`src/rtl/ahb_master_arbiter.sv`:
```
// ahb_master_arbiter: two-master AHB-lite arbiter with round-robin, bounded hold and default-master parking.
module ahb_master_arbiter #(
  parameter logic DEFAULT_MASTER = 1'b0,
  parameter int   MAX_HOLD       = 4
) (
  input  logic        clk,
  input  logic        reset,
  input  logic        HBUSREQ0,
  input  logic        HBUSREQ1,
  output logic        HGRANT0,
  output logic        HGRANT1,
  input  logic [31:0] HADDR0,
  input  logic [31:0] HADDR1,
  input  logic [1:0]  HTRANS0,
  input  logic [1:0]  HTRANS1,
  input  logic [2:0]  HSIZE0,
  input  logic [2:0]  HSIZE1,
  input  logic        HWRITE0,
  input  logic        HWRITE1,
  input  logic [31:0] HWDATA0,
  input  logic [31:0] HWDATA1,
  output logic [31:0] HADDR,
  output logic [1:0]  HTRANS,
  output logic [2:0]  HSIZE,
  output logic        HWRITE,
  output logic [31:0] HWDATA,
  input  logic        HREADY,
  output logic        HMASTER
);
  logic       grant_owner, dp_owner, dp_valid, next_owner;
  logic [3:0] hold_cnt, next_hold;
  always_comb begin
    HGRANT0 = !grant_owner;
    HGRANT1 = grant_owner;
    HMASTER = grant_owner;
    HADDR   = grant_owner ? HADDR1 : HADDR0;
    HSIZE   = grant_owner ? HSIZE1 : HSIZE0;
    HWRITE  = grant_owner ? HWRITE1 : HWRITE0;
    HTRANS  = (reset || !(grant_owner ? HBUSREQ1 : HBUSREQ0)) ? 2'b00 : (grant_owner ? HTRANS1 : HTRANS0);
    HWDATA  = dp_owner ? HWDATA1 : HWDATA0;
  end
  // Lone requester takes the bus; contention rotates once the owner idles or exhausts its hold budget.
  always_comb begin
    next_owner = grant_owner;
    next_hold  = hold_cnt;
    if (!HBUSREQ0 && !HBUSREQ1) begin
      next_owner = DEFAULT_MASTER;
      next_hold  = '0;
    end else if (HBUSREQ0 != HBUSREQ1) begin
      next_owner = HBUSREQ1;
      next_hold  = (HBUSREQ1 != grant_owner || !HTRANS[1]) ? '0 : hold_cnt;
    end else if (HTRANS[1] && hold_cnt < 4'(MAX_HOLD - 1)) begin
      next_hold  = hold_cnt + 4'd1;
    end else begin
      next_owner = !grant_owner;
      next_hold  = '0;
    end
  end
  always_ff @(posedge clk) begin
    if (reset) begin
      grant_owner <= DEFAULT_MASTER;
      dp_owner    <= DEFAULT_MASTER;
      dp_valid    <= 1'b0;
      hold_cnt    <= '0;
    end else if (HREADY) begin
      dp_valid    <= HTRANS[1];
      dp_owner    <= grant_owner;
      grant_owner <= next_owner;
      hold_cnt    <= next_hold;
    end
  end
  // Slaves answer an idle data phase with zero wait states, so a stall implies a live transfer.
  a_stall_needs_transfer: assert property (@(posedge clk) disable iff (reset) !HREADY |-> dp_valid);
endmodule

```
`config.mk`:
```
export PLATFORM = sky130hd
export DESIGN_NAME = ahb_master_arbiter
export DESIGN_NICKNAME = d
export VERILOG_FILES = /design/src/rtl/ahb_master_arbiter.sv
export SDC_FILE = /design/constraint.sdc
export NUM_CORES = 1
export LEC_CHECK = 0
export ABC_AREA = 1
export CORE_MARGIN = 8
export CORE_UTILIZATION = 20
export CTS_BUF_LIST = sky130_fd_sc_hd__clkbuf_8
export DETAILED_ROUTE_END_ITERATION = 8
export GPL_TIMING_DRIVEN = 0
export PLACE_DENSITY = 0.8
export SYNTH_ARGS = -nofsm -noshare
export SYNTH_HDL_FRONTEND = slang
export SYNTH_SLANG_ARGS = --single-unit
```
`constraint.sdc`:
```
create_clock -name clk -period 1.2 [get_ports clk]
set_input_delay 0.18 -clock clk [delete_from_list [all_inputs] [get_ports clk]]
set_output_delay 0.18 -clock clk [all_outputs]
set_load 0.01 [all_outputs]
```
==> metrics.md <==
| Metric | Value |
|---|---|
| Outcome | `finished with violations` |
| Failing checks | `setup timing` |
| Final setup violation count | `75` |
| Clock power share | `11.7%` |
| Final worst-path setup slack | `-0.341 ns` |
| Warnings from Yosys | `0` |
| Port bufs | `217` |
| Pre-CTS WS | `-0.692 ns` |
| DR DRC count | `0` |
| Largest net degree at the start of global routing | `11` |
| Sequential share of the synthesized area | `under 10%` |
| Hold-fix buffer count after cts | `0` |
| Fmax | `0.649 GHz` |
| Maximum vdd drop | `~0.52 mV` |
| Unique masters post-synth | `22` |
| Row count | `29` |
| Worst-case clock buffer depth | `2` |
| CTS buffer count | `3` |
| # diodes | `0` |
| Final critical-path required period | `1.54 ns` |
| Max-Cap Viols | `0` |
| Nets | `627` |
| Relative slew slack | `77.4%` |
| LEAKAGE | `around 2.2 nW` |
| Layout cells sized above 1 | `53.5%` |
| Synth Net Count | `approximately 370` |
| Worst Tran Pin Value | `0.337 ns` |
| Final hold violations | `0` |
| CP Cell Sequence | `buf_8, buf_12, buf_8, mux2_4, buf_6` |
| Via count | `2451` |
| Die ar. | `9220 um2` |
| Final worst path period share | `128%` |
| Setup Skew | `a little over 0.0005 ns` |
| Syn avg cell area | `5.84 um2` |
| Final Non-Filler Cells | `554` |
| Signal arrival time at the worst endpoint | `1.36 ns` |
| Mapped cell area | `1280 um2` |
| CTS tree | `built` |
| Setup TNS | `-19.70 ns` |
| Critical Path Max Stage Delay | `0.31 ns` |
| Critical path capture point type | `output port` |
| Worst Path Required | `1.02 ns` |
| Htree depth | `1` |
| Total gr overflow | `0` |
| Psw | `0.000940 W` |
| Detail Placement HPWL | `7020 um` |
| Placed instance count | `513` |
| Sequential power share | `8.1%` |
| Comb power frac | `80.2%` |
| Worst Hold Class | `flop to flop` |
| CP delay by family, top | `buffers and inverters` |
| Global Route Usage Sum | `19.6%` |
| First-pass GRT wire length | `~14000 um` |
| Critical Path Start Type | `flop` |
| Root buf cell | `clkbuf_8` |
| PnR Total Power | `0.00268 W` |
| DRT Wirelength | `approximately 10000 um` |
| Clk sink count | `6` |
| Die height | `96 um` |
| PwrDens | `591 nW/um2` |
| WS Path Type | `flop to output port` |
| Layout Area Growth over Synthesis | `255%` |
| Routability cong. | `0.819` |
| Mapped Cells | `219` |
| Final ANT Viol Nets | `0` |
| Slew Limit Fails | `0` |
| Count of state elements after synthesis | `6` |
| Initial Utilization | `slightly above 20%` |
| WL per Instance | `18.6 um` |
| Crit path max fanout | `6` |
| # IOs | `218` |
| RSZ-0062 raised after global routing | `yes` |
| Initial antenna violation count | `0` |
| CP dominant cell by count | `buf_8` |
| Core Area | `6280 um2` |
| Sw Share | `35.0%` |
| Clock Latency Late Sink | `0.23 ns` |
| Vias in the first global route | `2772` |
| Post-DR vias/cell | `4.42` |
| CTS clk-pin slew, worst paths | `~0.040 ns` |
| CP max-delay cell | `dfxtp_2` |
| Worst hold margin | `0.458 ns` |
| Crit path buf inv count | `4` |
| Int Power | `~0.0017 W` |
| 1st-iter DRT viols | `41` |
| Die width | `between 90 and 100 um` |
| Drt pass-1 iters | `4` |
-- worst register-to-register path: stages, from the launching register on --
cell and delay (ns):
dfxtp_2 0.32, buf_6 0.14, inv_8 0.07, buf_8 0.13, nand2_4 0.05, nand2_2 0.06
inv_2 0.06, nor2_8 0.14, buf_6 0.12, nand2_4 0.04, nand2_4 0.07, nand2_1 0.05
nand2_1 0.06, nor2_2 0.03
-- metal layers --
metal,vias up,GRT usage (%),part of all wire (%)
met5,-,0,0
met4,0,4.99,2.1
met3,19,5.30,6.6
met2,93,38.0,58
met1,1136,19.9,33
li1,1203,-,-
-- power by group through the flow --
stage	clock, W	sequential (W)	combinational [W]
4_1_cts	0.000309	0.000217	0.00189
3_5_place_dp	0	0.000219	0.00157
2_1_floorplan	0	0.000220	0.000545
5_1_grt	0.000332	0.000219	0.00228
3_3_place_gp	0	0.000218	0.00155
6_report	0.000314	0.000218	0.00215
-- Yosys cell counts --
| cell type | instances | area share [%] |
|---|---|---|
| clkbuf_1 | 3 | 0.88 |
| nand2_2 | 4 | 2.0 |
| buf_4 | 1 | 0.59 |
| inv_4 | 1 | 0.49 |
| buf_6 | 1 | 0.88 |
| inv_1 | 9 | 2.6 |
| nor2_8 | 1 | 1.6 |
| nand4_1 | 3 | 1.5 |
| nor2_2 | 3 | 1.5 |
| mux2_2 | 32 | 28 |
| o21ai_0 | 1 | 0.39 |
| ha_1 | 3 | 2.9 |
| nor2_1 | 7 | 2.1 |
| nor3_1 | 1 | 0.39 |
| dfxtp_1 | 6 | 9.4 |
| nand3_4 | 1 | 1.4 |
| nand2_1 | 126 | 37 |
| nand3_1 | 2 | 0.78 |
| inv_2 | 1 | 0.29 |
| a21oi_1 | 3 | 1.2 |
| buf_2 | 9 | 3.5 |
| a21oi_2 | 1 | 0.68 |
-- flip-flops by register name (all words and copies together) (netlist names) --
name	cells
HGRANT1	1
dp_owner	1
hold_cnt	4
-- cell families (layout without fill, tap and decap cells) --
family,count (synthesis),count (layout),synth area share [%]
fa+ha+maj,3,3,2.93
mux,32,32,28.2
buf+inv,25,283,9.29
simple gates,148,148,48.0
flops,6,6,9.38
compound gates,5,5,2.25
-- worst paths after layout --
path | slack [ns] | startpoint | to | depth (start not counted)
hold reg to reg | 0.46 | hold_cnt[2] | hold_cnt[2] | 2
hold / removal | 0.46 | hold_cnt[2] | hold_cnt[2] | 2
setup / recovery | -0.34 | dp_owner | HWDATA[13] | 5
setup reg to reg | -0.26 | HGRANT1 | hold_cnt[1] | 13
-- placed cells by master (no fill, tap or decap), drive strengths merged, types with 3 or more instances in the layout --
| master | netlist | final |
|---|---|---|
| clkbuf | 3 | 6 |
| mux2 | 32 | 32 |
| a21oi | 4 | 4 |
| nand4 | 3 | 3 |
| nand2 | 130 | 130 |
| inv | 11 | 11 |
| nor2 | 11 | 11 |
| buf | 11 | 122 |
| nand3 | 3 | 3 |
| dfxtp | 6 | 6 |
| ha | 3 | 3 |
| clkdlybuf4s50 | 0 | 142 |
-- timing repair --
action | 4_1_cts | 5_1_grt
cloned | 6 | 1
endpoints found under the setup margin | 78 | 77
pin swaps | 17 | 25
buffers inserted | 32 | 5
gates resized for setup | 444 | 115
-- through the flow --
stage | util, % | cell area, um2
floorplan | - | 1280
global placement | 56.6 | 3550
detailed placement | 56.6 | 3550
CTS | 66.8 | 4190
global route | 72.3 | 4540
finish | 72.3 | 4540
-- cell type report --
| type | count | area, um2 |
|---|---|---|
| Fill cell | 444 | 1740 |
| Sequential cell | 6 | 123 |
| Clock buffer | 3 | 41.3 |
| Tap cell | 77 | 96.3 |
| Timing Repair Buffer | 257 | 2620 |
| Buffer | 12 | 175 |
| Inverter | 11 | 48.8 |
| Multi-Input combinational cell | 188 | 1430 |
Note: power is estimated with default switching activity, not from simulation.
